==> src/rtl/deadlock_mon_pkg.sv <==
// Shared deadlock-monitor types and defaults.
// The kernel monitor top and every per-kernel detector import this package.
package deadlock_mon_pkg;

  typedef enum logic [1:0] {
    IDLE    = 2'd0,
    SUSPECT = 2'd1,
    BLOCKED = 2'd2
  } det_state_e;

  localparam int DEF_THRESHOLD = 1024;
  localparam int DEF_CNT_W     = 32;

endpackage

==> src/rtl/deadlock_sat_counter.sv <==
// Saturating up-counter with a synchronous clear.
// Clear takes priority over increment, and the count holds at all-ones.
module deadlock_sat_counter #(
  parameter int W = 32
) (
  input  logic         clock,
  input  logic         reset,
  input  logic         clr,
  input  logic         inc,
  output logic [W-1:0] cnt
);

  always_ff @(posedge clock or negedge reset) begin
    if (!reset)                    cnt <= '0;
    else if (clr)                  cnt <= '0;
    else if (inc && (cnt != '1))   cnt <= cnt + W'(1);
  end

endmodule

==> src/rtl/deadlock_stall_detector.sv <==
// Per-kernel deadlock detector: qualifies the kernel stall condition over a persistence
// window, latches the stalled-channel snapshot and counts stalled cycles.
module deadlock_stall_detector
  import deadlock_mon_pkg::*;
#(
  parameter int N_AXIS    = 4,
  parameter int N_INST    = 1,
  parameter int THRESHOLD = DEF_THRESHOLD,
  parameter int CNT_W     = DEF_CNT_W
) (
  input  logic              clock,
  input  logic              reset,
  input  logic [N_AXIS-1:0] axis_block_sigs,
  input  logic [N_AXIS-1:0] inst_idle_sigs,
  input  logic [N_INST-1:0] inst_block_sigs,
  input  logic              clear,
  output logic              block,
  output logic              block_pulse,
  output logic [N_AXIS-1:0] block_chan_mask,
  output logic [CNT_W-1:0]  stall_cycles
);

  localparam int            PW  = $clog2(THRESHOLD + 1);
  localparam logic [PW-1:0] THR = PW'(THRESHOLD);

  logic [N_AXIS-1:0] chan_stall, active, stalled_active;
  logic              stall;

  assign active         = ~inst_idle_sigs;
  assign chan_stall     = axis_block_sigs & ~inst_idle_sigs;
  assign stalled_active = chan_stall & active;
  // An all-idle kernel is never stalled unless an instance self-reports.
  assign stall = (|inst_block_sigs) | ((|active) & (stalled_active == active));

  det_state_e        state, state_n;
  logic [PW-1:0]     persist, persist_n, persist_inc;
  logic              block_n, pulse_n;
  logic [N_AXIS-1:0] mask_n;

  // IDLE always holds persist at zero, so IDLE and SUSPECT share the step logic;
  // this also lets THRESHOLD=1 jump straight from IDLE to BLOCKED.
  assign persist_inc = persist + PW'(1);

  always_ff @(posedge clock or negedge reset) begin
    if (!reset) begin
      state           <= IDLE;
      persist         <= '0;
      block           <= 1'b0;
      block_pulse     <= 1'b0;
      block_chan_mask <= '0;
    end else begin
      state           <= state_n;
      persist         <= persist_n;
      block           <= block_n;
      block_pulse     <= pulse_n;
      block_chan_mask <= mask_n;
    end
  end

  always_comb begin
    state_n   = state;
    persist_n = persist;
    pulse_n   = 1'b0;
    mask_n    = block_chan_mask;
    if (clear) begin
      state_n   = IDLE;
      persist_n = '0;
      mask_n    = '0;
    end else begin
      case (state)
        IDLE, SUSPECT: begin
          if (stall) begin
            persist_n = persist_inc;
            if (persist_inc == THR) begin
              state_n = BLOCKED;
              pulse_n = 1'b1;
              mask_n  = stalled_active;
            end else begin
              state_n = SUSPECT;
            end
          end else begin
            state_n   = IDLE;
            persist_n = '0;
          end
        end
        BLOCKED: state_n = BLOCKED;
        default: begin
          state_n   = IDLE;
          persist_n = '0;
        end
      endcase
    end
    block_n = (state_n == BLOCKED);
  end

  deadlock_sat_counter #(.W(CNT_W)) u_stall_cnt (
    .clock (clock),
    .reset (reset),
    .clr   (clear),
    .inc   (stall),
    .cnt   (stall_cycles)
  );

endmodule
==> config.mk <==
export PLATFORM = sky130hd
export DESIGN_NAME = deadlock_stall_detector
export DESIGN_NICKNAME = d
export VERILOG_FILES = /design/src/rtl/deadlock_mon_pkg.sv /design/src/rtl/deadlock_sat_counter.sv /design/src/rtl/deadlock_stall_detector.sv
export SDC_FILE = /design/constraint.sdc
export NUM_CORES = 1
export LEC_CHECK = 0
export CORE_ASPECT_RATIO = 1.75
export CORE_UTILIZATION = 40
export CTS_CLUSTER_DIAMETER = 200
export DETAILED_ROUTE_END_ITERATION = 7
export PLACE_DENSITY = 0.66
export SYNTH_ARGS = -nofsm -noshare
export SYNTH_HDL_FRONTEND = slang
export SYNTH_SLANG_ARGS = --single-unit
==> constraint.sdc <==
create_clock -name clock -period 2.2 [get_ports clock]
set_clock_uncertainty 0.1 [all_clocks]
set_input_delay 0.44 -clock clock [delete_from_list [all_inputs] [get_ports clock]]
set_output_delay 0.44 -clock clock [all_outputs]
set_load 0.1 [all_outputs]
Word-level counts from Yosys, hierarchy flattened
Cells that the tools add are included.
{"block": "totals", "regBits": 51, "latch_bits": 0, "mem_bits_rw": 0, "mem_bits_ro": 0, "elab_cells": 46, "n_memories": 0}
{"block": "op_classes", "addsub": 2, "multipliers": 0, "div": 0, "magnitude_cmp": 0, "n_eq_ne": 7, "shifts": 0, "muxes": 17, "n_bitwise": 5, "n_reduce_logical": 9}
{"cell": "$mux 32", "n": 2}
{"cell": "$add 32x1->32 const B", "n": 1}
{"cell": "$ne 32x32->1 const B", "n": 1}
{"cell": "$mux 11", "n": 2}
{"cell": "$pmux 11 s2", "n": 1}
{"cell": "$mux 4", "n": 4}
{"cell": "$add 11x1->11 const B", "n": 1}
{"cell": "$eq 11x11->1 const B", "n": 1}
{"cell": "$and 4x4->4", "n": 2}
{"cell": "$reduce_bool 2->1", "n": 4}
{"cell": "$mux 2", "n": 3}
{"cell": "$eq 2x2->1 const B", "n": 2}
{"cell": "$eq 4x4->1", "n": 1}
{"cell": "$mux 1", "n": 4}
{"cell": "$not 4->4", "n": 1}
{"cell": "$pmux 2 s2", "n": 1}
{"cell": "$reduce_or 4->1", "n": 1}
{"cell": "$reduce_and 3->1", "n": 1}
{"cell": "$eq 2x1->1 const B", "n": 1}
{"cell": "$logic_not 2->1", "n": 1}
{"cell": "$ne 2x2->1 const B", "n": 1}
{"cell": "$reduce_or 2->1", "n": 1}
{"cell": "$and 1x1->1", "n": 1}
{"cell": "$logic_and 1x1->1", "n": 1}
{"cell": "$or 1x1->1", "n": 1}

Depth between registers and ports, before layout
Gate-level depths: netlist of run 1.
{"block": "logic_depth", "ltp_word": 10, "ltp_mapped": 8, "mapped_depth_nobuf": 6}

By module
Synthesis of run 1 repeated with hierarchy kept, for this count alone.
{"block": "hier_totals", "cells_unflattened": 309, "area_unflattened_um2": 2937.8}
{"module": "deadlock_sat_counter", "n_inst": 1, "cells_per_inst": 198, "area_each_um2": 1854.3, "seq_area_each_um2": 800.8}
{"module": "deadlock_stall_detector", "n_inst": 1, "cells_per_inst": 111, "area_each_um2": 1083.5, "seq_area_each_um2": 475.5}

Worst setup path before layout of run 1
No wires, ideal clock.
{"block": "synth_path", "path_kind": "reg2reg", "start": "register u_stall_cnt.cnt[0]", "end": "register u_stall_cnt.cnt[30]", "setup_time_ps": 78, "arrival_ps": 2599, "t_required_ps": 2022, "slack_ps": -577, "stages_incl_launch_ff": 7, "period_less_slack_ps": 2777, "cell_sequence": "dfrtp_1 > ha_1 > nand3_2 > or3_4 > buf_6 > or4_1 > a21oi_1"}
{"block": "synth_via", "elab_chain_cells": 3, "word_cells_on_any_way": 6}
{"item": "start, declared", "line": "deadlock_sat_counter.sv:10", "rtl": "output logic [W-1:0] cnt"}
{"item": "start signal, assigned", "line": "deadlock_sat_counter.sv:16", "rtl": "else if (inc && (cnt != '1)) cnt <= cnt + W'(1);"}
{"item": "$add 32x1->32 / $ne 32x32->1 (equally long branches)", "line": "deadlock_sat_counter.sv:16"}
{"item": "$mux 32 / $logic_and 1x1->1 (equally long branches)", "line": "deadlock_sat_counter.sv:16"}
{"item": "$mux 32 / $reduce_bool 2->1 (equally long branches)"}
Parallel ways exist; a longest one is shown, timed or not. The select of a mux whose other input is x is not followed.
A chain may end at the register's enable or synchronous reset.

Worst setup path in the final report of run 1
{"block": "layout_path", "start": "register persist[1]", "end": "register block_chan_mask[3]"}
{"block": "layout_via", "elab_chain_cells": 4}
{"item": "start, declared", "line": "deadlock_stall_detector.sv:36", "rtl": "logic [PW-1:0] persist, persist_n, persist_inc;"}
{"item": "start signal, assigned", "line": "deadlock_stall_detector.sv:53", "rtl": "persist <= persist_n;"}
{"item": "$add 11x1->11", "line": "deadlock_stall_detector.sv:42", "rtl": "assign persist_inc = persist + PW'(1);"}
{"item": "$eq 11x11->1", "line": "deadlock_stall_detector.sv:74", "rtl": "if (persist_inc == THR) begin"}
{"item": "$reduce_bool 2->1 (no line)"}
{"item": "$reduce_and 3->1 (no line)"}
{"item": "end signal, assigned", "line": "deadlock_stall_detector.sv:56", "rtl": "block_chan_mask <= mask_n;"}
{"item": "end, declared", "line": "deadlock_stall_detector.sv:19", "rtl": "output logic [N_AXIS-1:0] block_chan_mask,"}
No other way between the ends.

==> results by group, run 1 <==
Power and ir drop
  • P_leak: 1.67 nW
  • VDD IR max: between 0.4 and 0.5 mV
  • Sequential share of power: between 40% and 50%
  • Sw Share: roughly a quarter
  • Clk pwr share: 45.8%
  • Logic pwr share: 10.8%
  • Switch Pwr: 0.000530 W
  • PwrDens: between 500 and 600 nW/µm²
  • Power Internal: 0.00169 W
  • Final total power: about 0.0022 W

Routing
  • DRC Markers: 0
  • DR vias/cell: 5.89
  • DRT antenna net count: 0
  • Starting DRT DRC Count: 194
  • Overall routed net length: 7920 µm
  • TritonRoute pass-1 iters: 4
  • WL/cell: 16.9 µm
  • Vias: 2766

STA
  • Tcrit/Tclk final: 98.7%
  • Setup WS post-layout: 0.0297 ns
  • RSZ-0062 raised after global routing: yes
  • Slew @ Worst Pin: a little under 0.8 ns
  • Setup violators final: 0
  • Final Hold Viols: 0
  • Fmax: ~460 MHz
  • Minimum clock period: 2.17 ns
  • Slew headroom: a little under half
  • Pins Over Slew Limit: 0

Worst setup path
  • Crit Path Max Fanout: 4
  • CP delay by family, top: simple AND/OR/NAND/NOR gates
  • Crit Path Category: flip-flop to flip-flop
  • Worst reg2reg endpoint: block_chan_mask[3]$_DFFE_PN0P_
  • Bufs and invs on worst path: 1
  • Crit. Startpoint: persist[1]$_DFFE_PN0P_
  • R2r setup slk: 0.03 ns
  • FF-to-FF Start: persist[1]$_DFFE_PN0P_
  • R2R cell count: 7
  • Worst path depth: 7
  • Critical Path Sink Type: flip-flop
  • WP data required: 2.29 ns
  • Slowest-stage cell, CP: or4b_4
  • Slowest cell delay on critical path: 0.52 ns
  • Critical Path AT: ~2.3 ns
  • Worst-path cell chain: ha_2 -> nand4_1 -> or4b_4 -> a221oi_4 -> a31oi_1 -> buf_4 -> o2bb2ai_1
  • Worst setup SP type: flip-flop

Synth
  • Post-synthesis mux area share: ~1.1%
  • Netlist cell types: 48
  • Mapped Cells: 304
  • Post-synthesis compound-gate area fraction: 21.0%
  • Synth Cell Area: 2780 µm²
  • Sequential-to-total area share from yosys stat: 45.9%
  • #FFs+latches synth: 51
  • Post-synth ARST share: 100%
  • Synth Flop Type: dfrtp_1
  • Avg Cell Area, Syn: 9.14 µm²
  • Post-synth EDFFs: 0
  • Simple-Gate Fraction of Synth Area: 26.2%
  • Largest family of logic cells by synthesized area: simple AND/OR/NAND/NOR gates
  • Synth Area in XOR/XNOR: 1.58%
  • Post-Synthesis Net Count: 318
  • Synth Area in Adders: 0.900%
  • Yosys warning count: 0

Global route
  • Met3 Use GR: 3.86%
  • GRT Total Usage: 23.1%
  • Most Used Layer, Global Route: met2
  • First-pass GRT wire length: 13000 µm
  • GR Layer Usage met2: a little over two fifths
  • Vias in the first global route: 2830
  • Largest net degree at the start of global routing: 52
  • Grt total ovfl: 0
  • Antenna violations before repair: 0
  • Met1 usage: roughly a quarter

Floorplan
  • Core area: 6640 µm²
  • Horiz. Die Dim: 65.0 µm
  • Row Count: 39
  • Die area: 7300 µm²
  • Starting Density: 41.9%
  • I/O pin total: 50
  • Die H: between 100 and 150 µm

Layout
  • Layout cells sized above 1: 41.2%
  • Layout Area Growth over Synthesis: 45.7%
  • Number of antenna repair diodes: 0
  • Nets@finish: between 400 and 500

Place
  • Placer congestion estimate: 0.846
  • Dpl ws: -0.433 ns
  • HPWL after DPL: 5400 µm
  • Port Buffers: 49

Clocking
  • CTS max path bufs: 2
  • H-Tree Level Count: 2
  • CTS Buf Count: 5
  • Worst-path clk slew: 0.07 ns
  • CTS tree: yes
  • Worst skew pair latency: approximately 0.30 ns
  • # clock sinks: 51
  • Root buffer cell: clkbuf_16
  • CTS hold repair buffers: 0

Hold path
  • Class of the worst hold path: input port to async pin

Run
  • Maxcap violations: 0

Outcome
  • Status: completed
synthesized netlist by cell type, types with 3 or more instances:
| cell | count | share of area, % |
|---|---|---|
| o21ai_0 | 26 | 4.7 |
| and3_1 | 6 | 1.4 |
| and4_1 | 3 | 0.95 |
| inv_1 | 5 | 0.68 |
| clkbuf_1 | 7 | 0.95 |
| or4_1 | 14 | 3.8 |
| nand4_1 | 12 | 2.7 |
| o31ai_1 | 16 | 4.3 |
| nand2_1 | 27 | 3.6 |
| xnor2_1 | 3 | 0.95 |
| a21oi_1 | 30 | 5.4 |
| nor3_1 | 4 | 0.72 |
| o2bb2ai_1 | 4 | 1.3 |
| dfrtp_1 | 51 | 46 |
| nor2_1 | 16 | 2.2 |
| nand2b_1 | 4 | 0.90 |
| buf_2 | 5 | 0.90 |
| nand3_1 | 15 | 2.7 |
| or3_1 | 15 | 3.4 |
through the flow:
| stage | cells | TNS (ns) | hold WS [ns] | util (%) | area [µm²] |
|---|---|---|---|---|---|
| after detailed placement | 452 | -13.51 | 0.355 | 54.1 | 3590 |
| final | 470 | 0 | 0.00923 | 61.0 | 4050 |
| after global placement | 452 | -10.36 | 0.355 | 54.1 | 3590 |
| after global routing | 470 | -0.265 | 0.0384 | 61.0 | 4050 |
| after CTS | 462 | -0.00253 | 0.0358 | 57.4 | 3810 |
| after floorplan | 304 | -0.233 | 0.0444 | - | 2900 |
timing repair:
action | CTS | global route
gates resized for setup | 6 | 39
pin swaps | 4 | 16
buffers inserted | 1 | 7
endpoints found under the setup margin | 14 | 27
gates cloned | 1 | 1
flip-flops by register name, summed over array words and instances, names as in the netlist:
signal,count
state,2
u_stall_cnt.cnt,32
block_pulse,1
block_chan_mask,4
block,1
persist,11
layout by cell type, fill, tap and decap left out, types with 3 or more instances in the layout:
cell and instances:
a21oi_1 23, a21oi_2 7, and3_1 6, buf_4 74, clkbuf_16 6, dfrtp_1 19, dfrtp_2 8, dfrtp_4 24
dlygate4sd2_1 3, dlymetal6s2s_1 5, inv_1 5, nand2_1 27, nand2b_1 4, nand3_1 13, nand3_2 3, nand4_1 12
nor2_1 15, nor3_1 3, nor3_4 3, o21ai_0 26, o31ai_1 13, o31ai_2 3, or3_1 15, or4_1 7
or4_4 7, xnor2_1 3
power groups by stage:
stage / Clock (W) / Sequential (W) / Combinational [W]
global route: 0.00107 / 0.000967 / 0.000258
global placement: 0 / 0.000984 / 0.000213
finish: 0.00102 / 0.000966 / 0.000240
detailed placement: 0 / 0.000985 / 0.000218
floorplan: 0 / 0.00103 / 0.0000722
CTS: 0.00103 / 0.000966 / 0.000224
metal layers:
metal / share of wire (%) / up-vias
met5: 0 / -
met4: 3.1 / 0
met3: 3.5 / 22
met2: 57 / 60
met1: 37 / 1367
li1: - / 1317
worst max-delay path by stage:
stage               slack, ns                               to
floorplan               -0.11  u_stall_cnt.cnt[30]$_DFFE_PN0P_
global placement        -0.35  u_stall_cnt.cnt[26]$_DFFE_PN0P_
detailed placement      -0.43  u_stall_cnt.cnt[30]$_DFFE_PN0P_
CTS                    -0.003  u_stall_cnt.cnt[30]$_DFFE_PN0P_
global route            -0.06   block_chan_mask[3]$_DFFE_PN0P_
finish                   0.03   block_chan_mask[3]$_DFFE_PN0P_
area by class of cell:
class | count | area [µm²]
clock buffer | 5 | 125
clock inverter | 3 | 67.6
fill | 577 | 2590
inverter | 5 | 18.8
multi-input combinational | 234 | 1600
sequential | 51 | 1380
tap | 82 | 103
timing repair buffer | 90 | 757
kinds of logic (layout without fill, tap and decap cells):
group           Yosys count  count (layout)
simple gates            130             131
compound gates           93              93
flops                    51              51
buf+inv                  20             103
xor+xnor                  5               5
mux                       3               3
fa+ha+maj                 2               2
Note: power is estimated with default switching activity, not from simulation.
==> run 2: changes to the inputs <==
--- a/config.mk
+++ b/config.mk
@@ -9,7 +9,8 @@
 export CORE_UTILIZATION = 40
 export CTS_CLUSTER_DIAMETER = 200
 export DETAILED_ROUTE_END_ITERATION = 7
-export PLACE_DENSITY = 0.66
+export PLACE_DENSITY = 0.65
 export SYNTH_ARGS = -nofsm -noshare
 export SYNTH_HDL_FRONTEND = slang
+export SYNTH_HIERARCHICAL = 1
 export SYNTH_SLANG_ARGS = --single-unit
==> constraint.sdc (replaced) <==
create_clock -name clock -period 2.2 [get_ports clock]
set_clock_uncertainty 0.1 [all_clocks]
set_input_delay 0.66 -clock clock [delete_from_list [all_inputs] [get_ports clock]]
set_output_delay 0.66 -clock clock [all_outputs]
set_load 0.1 [all_outputs]
==> results by group, run 2 <==
STA
  • Setup violators final: 0 (unchanged)
  • Pins Over Slew Limit: 0 (unchanged)
  • RSZ-0062 raised after global routing: yes (unchanged)
  • Tcrit/Tclk final: 98.5% (was 98.7%)
  • Minimum clock period: 2.17 ns (about the same)
  • Worst hold slack: 0.210 ns (was 0.00923 ns)
  • Final Hold Viols: 0 (unchanged)
  • Slew @ Worst Pin: 0.462 ns (was 0.780 ns)
  • Slew headroom: 69.2% (was 47.6%)
  • Fmax: 461 MHz (about the same)

Global route
  • Grt total ovfl: 0 (unchanged)
  • Largest net degree at the start of global routing: 41 (was 52)
  • First-pass GRT wire length: 13200 µm (was 13000 µm)
  • Antenna violations before repair: 0 (unchanged)
  • Vias in the first global route: 2755 (was 2830)
  • GRT Total Usage: 22.7% (was 23.1%)

Worst setup path
  • CP delay by family, top: compound AO/OA/AOI/OAI gates (was simple AND/OR/NAND/NOR gates)
  • Slowest cell delay on critical path: 0.32 ns (was 0.52 ns)
  • Critical Path AT: 2.28 ns (was 2.26 ns)
  • Cell mode on critical path: buf_6
  • R2R cell count: 7 (unchanged)
  • Worst setup SP type: input port (was flip-flop)
  • Slowest-stage cell, CP: or3_4 (was or4b_4)
  • Crit Path Category: input port to flip-flop (was flip-flop to flip-flop)
  • WP data required: 2.32 ns (was 2.29 ns)
  • Worst-path cell chain: buf_6 -> o22a_1 -> a31oi_4 -> inv_2 -> and3_4 -> nand4_1 -> a21o_4 -> buf_6 -> or3_4 -> a21oi_2 (was ha_2 -> nand4_1 -> or4b_4 -> a221oi_4 -> a31oi_1 -> buf_4 -> o2bb2ai_1)
  • Crit Path Max Fanout: 8 (was 4)
  • Bufs and invs on worst path: 3 (was 1)
  • Critical Path Sink Type: flip-flop (unchanged)
  • FF-to-FF Start: u_stall_cnt/cnt[1]$_DFFE_PN0P_ (was persist[1]$_DFFE_PN0P_)
  • Worst reg2reg endpoint: u_stall_cnt/cnt[3]$_DFFE_PN0P_ (was block_chan_mask[3]$_DFFE_PN0P_)
  • R2r setup slk: 0.09 ns (was 0.03 ns)

Layout
  • Number of antenna repair diodes: 0 (unchanged)
  • Fin util: 63.3% (was 61.0%)
  • Layout cells sized above 1: 42.5% (was 41.2%)
  • Largest regs: u_stall_cnt/cnt (32), persist (11), block_chan_mask (4) (was u_stall_cnt.cnt (32), persist (11), block_chan_mask (4))
  • Filler instances: 583 (was 577)
  • Largest register by flop count: u_stall_cnt/cnt (was u_stall_cnt.cnt)
  • Most common cell after layout, fill and taps aside: buf_12 (was buf_4)
  • Max reg flops: 32 (unchanged)
  • Nets@finish: 408 (was 401)
  • Layout Area Growth over Synthesis: 54.9% (was 45.7%)
  • Most frequent cells in the layout: buf_12, buf_4, nor2_1 (was buf_4, nand2_1, o21ai_0, dfrtp_4, a21oi_1)

Clocking
  • Root buffer cell: clkbuf_16 (unchanged)
  • # clock sinks: 51 (unchanged)
  • CTS tree: yes (unchanged)
  • CTS max path bufs: 2 (unchanged)
  • CTS hold repair buffers: 0 (unchanged)
  • Worst-path clk slew: 0.07 ns (about the same)
  • H-Tree Level Count: 2 (unchanged)
  • Worst skew pair latency: 0.30 ns (about the same)
  • CTS Buf Count: 5 (unchanged)

Run
  • Maxcap violations: 0 (unchanged)

Power and ir drop
  • Sequential share of power: 48.0% (was 43.5%)
  • PwrDens: 440 nW/µm² (was 549 nW/µm²)
  • Switch Pwr: 0.000485 W (was 0.000530 W)
  • Sw Share: 24.3% (was 23.9%)
  • VDD IR max: 0.430 mV (was 0.424 mV)
  • Power Internal: 0.00152 W (was 0.00169 W)
  • Logic pwr share: 12.9% (was 10.8%)
  • Clk pwr share: 39.1% (was 45.8%)
  • P_leak: 1.89 nW (was 1.67 nW)

Floorplan
  • Horiz. Die Dim: 66.8 µm (was 65.0 µm)
  • Row Count: 41 (was 39)
  • Core area: 7180 µm² (was 6640 µm²)
  • I/O pin total: 50 (unchanged)
  • Die H: 115 µm (was 112 µm)
  • Die area: 7700 µm² (was 7300 µm²)
  • Starting Density: 40.9% (was 41.9%)

Routing
  • Starting DRT DRC Count: 160 (was 194)
  • TritonRoute pass-1 iters: 4 (unchanged)
  • Overall routed net length: 7940 µm (was 7920 µm)
  • WL/cell: 16.5 µm (was 16.9 µm)
  • DRC Markers: 0 (unchanged)
  • Vias: 2718 (was 2766)
  • DR vias/cell: 5.65 (was 5.89)
  • DRT antenna net count: 0 (unchanged)

Synth
  • Most common cell in the synthesized netlist: dfrtp_1 (unchanged)
  • Synth cell count leaders: dfrtp_1, nor2_1, nand2_1 (was dfrtp_1, a21oi_1, nand2_1)
  • Synth Flop Type: dfrtp_1 (unchanged)
  • Largest area contributor in the netlist: dfrtp_1 (unchanged)
  • #FFs+latches synth: 51 (unchanged)
  • Sequential-to-total area share from yosys stat: 43.4% (was 45.9%)
  • Post-synth ARST share: 100% (unchanged)
  • Netlist cell types: 56 (was 48)
  • Post-synth EDFFs: 0 (unchanged)
  • Yosys warning count: 6 (was 0)
  • Avg Cell Area, Syn: 9.51 µm² (was 9.14 µm²)
  • Post-Synthesis Net Count: 323 (was 318)
  • Mapped Cells: 309 (was 304)
  • Top cell type's share of synthesized area: 43.4% (was 45.9%)
  • Synth Cell Area: 2940 µm² (was 2780 µm²)
  • Synth area leaders: dfrtp_1, nor2_1, xnor2_1 (was dfrtp_1, a21oi_1, o21ai_0)

Outcome
  • Status: completed (unchanged)

Place
  • Placer congestion estimate: 0.826 (was 0.846)
  • HPWL after DPL: 5870 µm (was 5400 µm)
  • Port Buffers: 49 (unchanged)

Hold path
  • Class of the worst hold path: input port to async pin (unchanged)
## run 2: area by class of cell
type | count | area [µm²] | area share (%)
inverters | 12 | 45.0 | 0.990
clock buffers | 7 | 143 | 3.14
flip-flops and latches | 51 | 1350 | 29.6
clock inverters | 1 | 5.00 | 0.110
multi-input cells | 236 | 1710 | 37.6
well taps | 86 | 108 | 2.37
repair buffers | 88 | 1190 | 26.2
## run 2: worst max-delay path by stage
stage | from | end | slack, ns | depth (start not counted)
3_3_place_gp | inst_idle_sigs[0] | u_stall_cnt/cnt[11]$_DFFE_PN0P_ | -0.71 | 10
2_1_floorplan | axis_block_sigs[2] | u_stall_cnt/cnt[13]$_DFFE_PN0P_ | -0.09 | 10
3_5_place_dp | inst_idle_sigs[1] | u_stall_cnt/cnt[11]$_DFFE_PN0P_ | -0.82 | 10
4_1_cts | axis_block_sigs[2] | u_stall_cnt/cnt[11]$_DFFE_PN0P_ | 0.0003 | 10
6_report | inst_idle_sigs[2] | u_stall_cnt/cnt[11]$_DFFE_PN0P_ | 0.03 | 10
5_1_grt | inst_idle_sigs[2] | u_stall_cnt/cnt[27]$_DFFE_PN0P_ | -0.04 | 9
## run 2: per-layer routing
metal / routed length, µm / GRT usage (%) / share of wire, %
met3: 208 / 3.87 / 2.6
met4: 214 / 9.36 / 2.7
met1: 2810 / 23.7 / 35
met5: 0 / 0 / 0
met2: 4710 / 43.1 / 59
## run 2: cell families (layout without fill, tap and decap cells)
family / Yosys count / in the layout / synth area share, %
simple gates: 144 / 144 / 28.1
compound gates: 66 / 67 / 16.7
flops: 51 / 51 / 43.4
buf+inv: 23 / 108 / 3.36
xor+xnor: 16 / 16 / 4.77
mux: 7 / 7 / 2.77
fa+ha+maj: 2 / 2 / 0.852
## run 2: what timing repair did
action / 4_1_cts / 5_1_grt
resized for setup: 43 / 14
endpoints found under the hold margin: 0 / 0
buffers inserted: 4 / 0
pin swaps: 6 / 5
cloned: 1 / 0
setup endpoints to repair: 43 / 11
## run 2: metrics by stage
stage | std cells | setup TNS (ns) | worst slack [ns] | area (µm²) | total power, W
after detailed placement | 468 | -24.03 | -0.818 | 4280 | 0.00123
after global placement | 468 | -21.13 | -0.712 | 4280 | 0.00122
final | 481 | 0 | 0.0328 | 4550 | 0.00200
after floorplan | 309 | -0.819 | -0.0877 | 3080 | 0.00110
after CTS | 481 | 0 | 0.000289 | 4470 | 0.00203
after global routing | 481 | -0.152 | -0.0407 | 4550 | 0.00209
## run 2: power by group through the flow
stage / combinational, W / sequential, W / clock (W)
2_1_floorplan: 0.0000671 / 0.00103 / 0
3_3_place_gp: 0.000244 / 0.000978 / 0
3_5_place_dp: 0.000251 / 0.000979 / 0
4_1_cts: 0.000258 / 0.000961 / 0.000808
5_1_grt: 0.000280 / 0.000962 / 0.000848
6_report: 0.000259 / 0.000961 / 0.000782
==> run 3: changes to the inputs <==
--- a/config.mk
+++ b/config.mk
@@ -8,6 +8,7 @@
 export CORE_ASPECT_RATIO = 1.75
 export CORE_UTILIZATION = 40
 export CTS_CLUSTER_DIAMETER = 200
+export CTS_CLUSTER_SIZE = 40
 export DETAILED_ROUTE_END_ITERATION = 7
 export PLACE_DENSITY = 0.65
 export SYNTH_ARGS = -nofsm -noshare
==> constraint.sdc (replaced) <==
create_clock -name clock -period 2.2 [get_ports clock]
set_clock_uncertainty 0.1 [all_clocks]
set_input_delay 0.33 -clock clock [delete_from_list [all_inputs] [get_ports clock]]
set_output_delay 0.33 -clock clock [all_outputs]
set_load 0.1 [all_outputs]
==> results by group, run 3 (synthesis results as in run 2) <==
Clocking
  • CTS max path bufs: 2 (unchanged)
  • Worst skew pair latency: 0.29 ns (was 0.30 ns)
  • Worst-path clk slew: 0.07 ns (about the same)
  • CTS tree: yes (unchanged)
  • # clock sinks: 51 (unchanged)
  • CTS Buf Count: 5 (unchanged)
  • Root buffer cell: clkbuf_16 (unchanged)
  • H-Tree Level Count: 2 (unchanged)

Worst setup path
  • Worst-path cell chain: ha_4 -> nand4_1 -> nor4_4 -> buf_4 -> a31oi_4 -> and3_4 -> mux2_4 (was buf_6 -> o22a_1 -> a31oi_4 -> inv_2 -> and3_4 -> nand4_1 -> a21o_4 -> buf_6 -> or3_4 -> a21oi_2)
  • CP delay by family, top: simple AND/OR/NAND/NOR gates (was compound AO/OA/AOI/OAI gates)
  • Bufs and invs on worst path: 1 (was 3)
  • Critical Path Sink Type: flip-flop (unchanged)
  • WP data required: 2.28 ns (was 2.32 ns)
  • Critical Path AT: 2.22 ns (was 2.28 ns)
  • Slowest-stage cell, CP: dfrtp_4 (was or3_4)
  • Crit Path Category: flip-flop to flip-flop (was input port to flip-flop)
  • Worst setup SP type: flip-flop (was input port)
  • Crit Path Max Fanout: 6 (was 8)
  • Slowest cell delay on critical path: 0.46 ns (was 0.32 ns)
  • R2r setup slk: 0.06 ns (was 0.09 ns)

Layout
  • Most common cell after layout, fill and taps aside: buf_4 (was buf_12)
  • Largest register by flop count: u_stall_cnt/cnt (unchanged)
  • Max reg flops: 32 (unchanged)
  • Layout cells sized above 1: 36.8% (was 42.5%)
  • Number of antenna repair diodes: 0 (unchanged)
  • Nets@finish: 396 (was 408)
  • Layout Area Growth over Synthesis: 34.1% (was 54.9%)
  • Largest regs: u_stall_cnt/cnt (32), persist (11), block_chan_mask (4) (unchanged)
  • Final Non-Filler Cells: 469 (was 481)
  • Most frequent cells in the layout: buf_4, nor2_1, dfrtp_4, nand2_1, dfrtp_1 (was buf_12, buf_4, nor2_1)

Place
  • Port Buffers: 49 (unchanged)
  • Placed Cells: 456 (was 468)
  • Placer congestion estimate: 0.835 (was 0.826)
  • HPWL after DPL: 5560 µm (was 5870 µm)

Routing
  • DRC Markers: 0 (unchanged)
  • WL/cell: 15.9 µm (was 16.5 µm)
  • Overall routed net length: 7450 µm (was 7940 µm)
  • TritonRoute pass-1 iters: 4 (unchanged)
  • Vias: 2631 (was 2718)
  • Starting DRT DRC Count: 117 (was 160)
  • DRT antenna net count: 0 (unchanged)
  • DR vias/cell: 5.61 (was 5.65)

Floorplan
  • Row Count: 41 (unchanged)
  • Core area: 7180 µm² (unchanged)
  • Die area: 7700 µm² (unchanged)
  • Die H: 115 µm (unchanged)
  • Horiz. Die Dim: 66.8 µm (unchanged)
  • Starting Density: 40.9% (unchanged)
  • I/O pin total: 50 (unchanged)

STA
  • Worst hold slack: 0.391 ns (was 0.210 ns)
  • Slew headroom: 57.6% (was 69.2%)
  • Setup violators final: 0 (unchanged)
  • Pins Over Slew Limit: 0 (unchanged)
  • Fmax: 467 MHz (was 461 MHz)
  • Tcrit/Tclk final: 97.4% (was 98.5%)
  • Final Hold Viols: 0 (unchanged)
  • Slew @ Worst Pin: 0.630 ns (was 0.462 ns)
  • Minimum clock period: 2.14 ns (was 2.17 ns)

Power and ir drop
  • PwrDens: 528 nW/µm² (was 440 nW/µm²)
  • P_leak: 1.66 nW (was 1.89 nW)
  • VDD IR max: 0.560 mV (was 0.430 mV)

Run
  • Maxcap violations: 0 (unchanged)

Outcome
  • Status: completed (unchanged)

Global route
  • First-pass GRT wire length: 12500 µm (was 13200 µm)
  • GRT Total Usage: 21.5% (was 22.7%)
  • Grt total ovfl: 0 (unchanged)
  • Largest net degree at the start of global routing: 41 (unchanged)
  • Vias in the first global route: 2646 (was 2755)
  • Antenna violations before repair: 0 (unchanged)

Hold path
  • Class of the worst hold path: input port to flip-flop (was input port to async pin)
run 3: cell types whose count changed in the layout (fill, tap and decap cells not counted), moves of 5 or more:
cell           delta
mux2_4            -5
buf_4            +26
buf_6             -7
buf_12           -39
dlygate4sd2_1     +7
dfrtp_2           -7
dfrtp_4           +7
mux2_2            +5
run 3: per-layer routing:
layer	track usage [%]	part of all wire, %	vias up	wire [µm]
li1	-	-	1274	-
met1	22.2	38	1294	2810
met2	39.8	56	48	4200
met3	4.27	3.2	15	235
met4	10.1	2.8	0	212
met5	0	0	-	0
run 3: power by group:
group / internal, W / switching, W / leakage (nW)
Combinational: 0.0000749 / 0.000130 / 0.927
Sequential: 0.000951 / 0.0000143 / 0.649
Clock: 0.000566 / 0.000345 / 0.0868
Total: 0.00159 / 0.000489 / 1.66
run 3: timing repair:
action,4_1_cts,5_1_grt
gates cloned,1,0
pin swaps,9,2
hold buffers,1,0
endpoints found under the hold margin,23,0
gates resized for setup,14,2
setup buffers,2,1
endpoints found under the setup margin,12,5
run 3: worst paths after layout:
check,startpoint,cells after the start,end
worst max-delay path,u_stall_cnt/cnt[0]$_DFFE_PN0P_,7,u_stall_cnt/cnt[3]$_DFFE_PN0P_
worst min register to register,block_chan_mask[1]$_DFFE_PN0P_,1,block_chan_mask[1]$_DFFE_PN0P_
min in group asynchronous,reset,2,u_stall_cnt/cnt[10]$_DFFE_PN0P_
max in group asynchronous,reset,3,u_stall_cnt/cnt[19]$_DFFE_PN0P_
worst min-delay path,inst_idle_sigs[2],3,block_chan_mask[2]$_DFFE_PN0P_
worst max register to register,u_stall_cnt/cnt[0]$_DFFE_PN0P_,7,u_stall_cnt/cnt[3]$_DFFE_PN0P_
run 3: cell type report:
class / count / area, µm²
repair buffers: 76 / 602
fillers: 657 / 3240
multi-input cells: 236 / 1640
clock inverters: 2 / 35.0
inverters: 12 / 45.0
flip-flops and latches: 51 / 1370
well taps: 86 / 108
clock buffers: 6 / 139
run 3: tightest hold or removal path, stage by stage:
cell and delay (ns):
dlygate4sd2_1 0.24, or2b_1 0.11, o2bb2ai_1 0.06
run 3: metrics by stage:
stage | instance area, µm² | setup WS, ns | total power [W] | TNS [ns] | utilization [%]
6_report | 3940 | 0.0569 | 0.00208 | 0 | 54.8
5_1_grt | 3940 | -0.0248 | 0.00217 | -0.0593 | 54.8
4_1_cts | 3920 | 0.0655 | 0.00211 | 0 | 54.6
3_5_place_dp | 3700 | -0.511 | 0.00119 | -8.86 | 51.5
3_3_place_gp | 3700 | -0.411 | 0.00119 | -6.74 | 51.5
2_1_floorplan | 3080 | -0.0695 | 0.00110 | -0.0984 | -
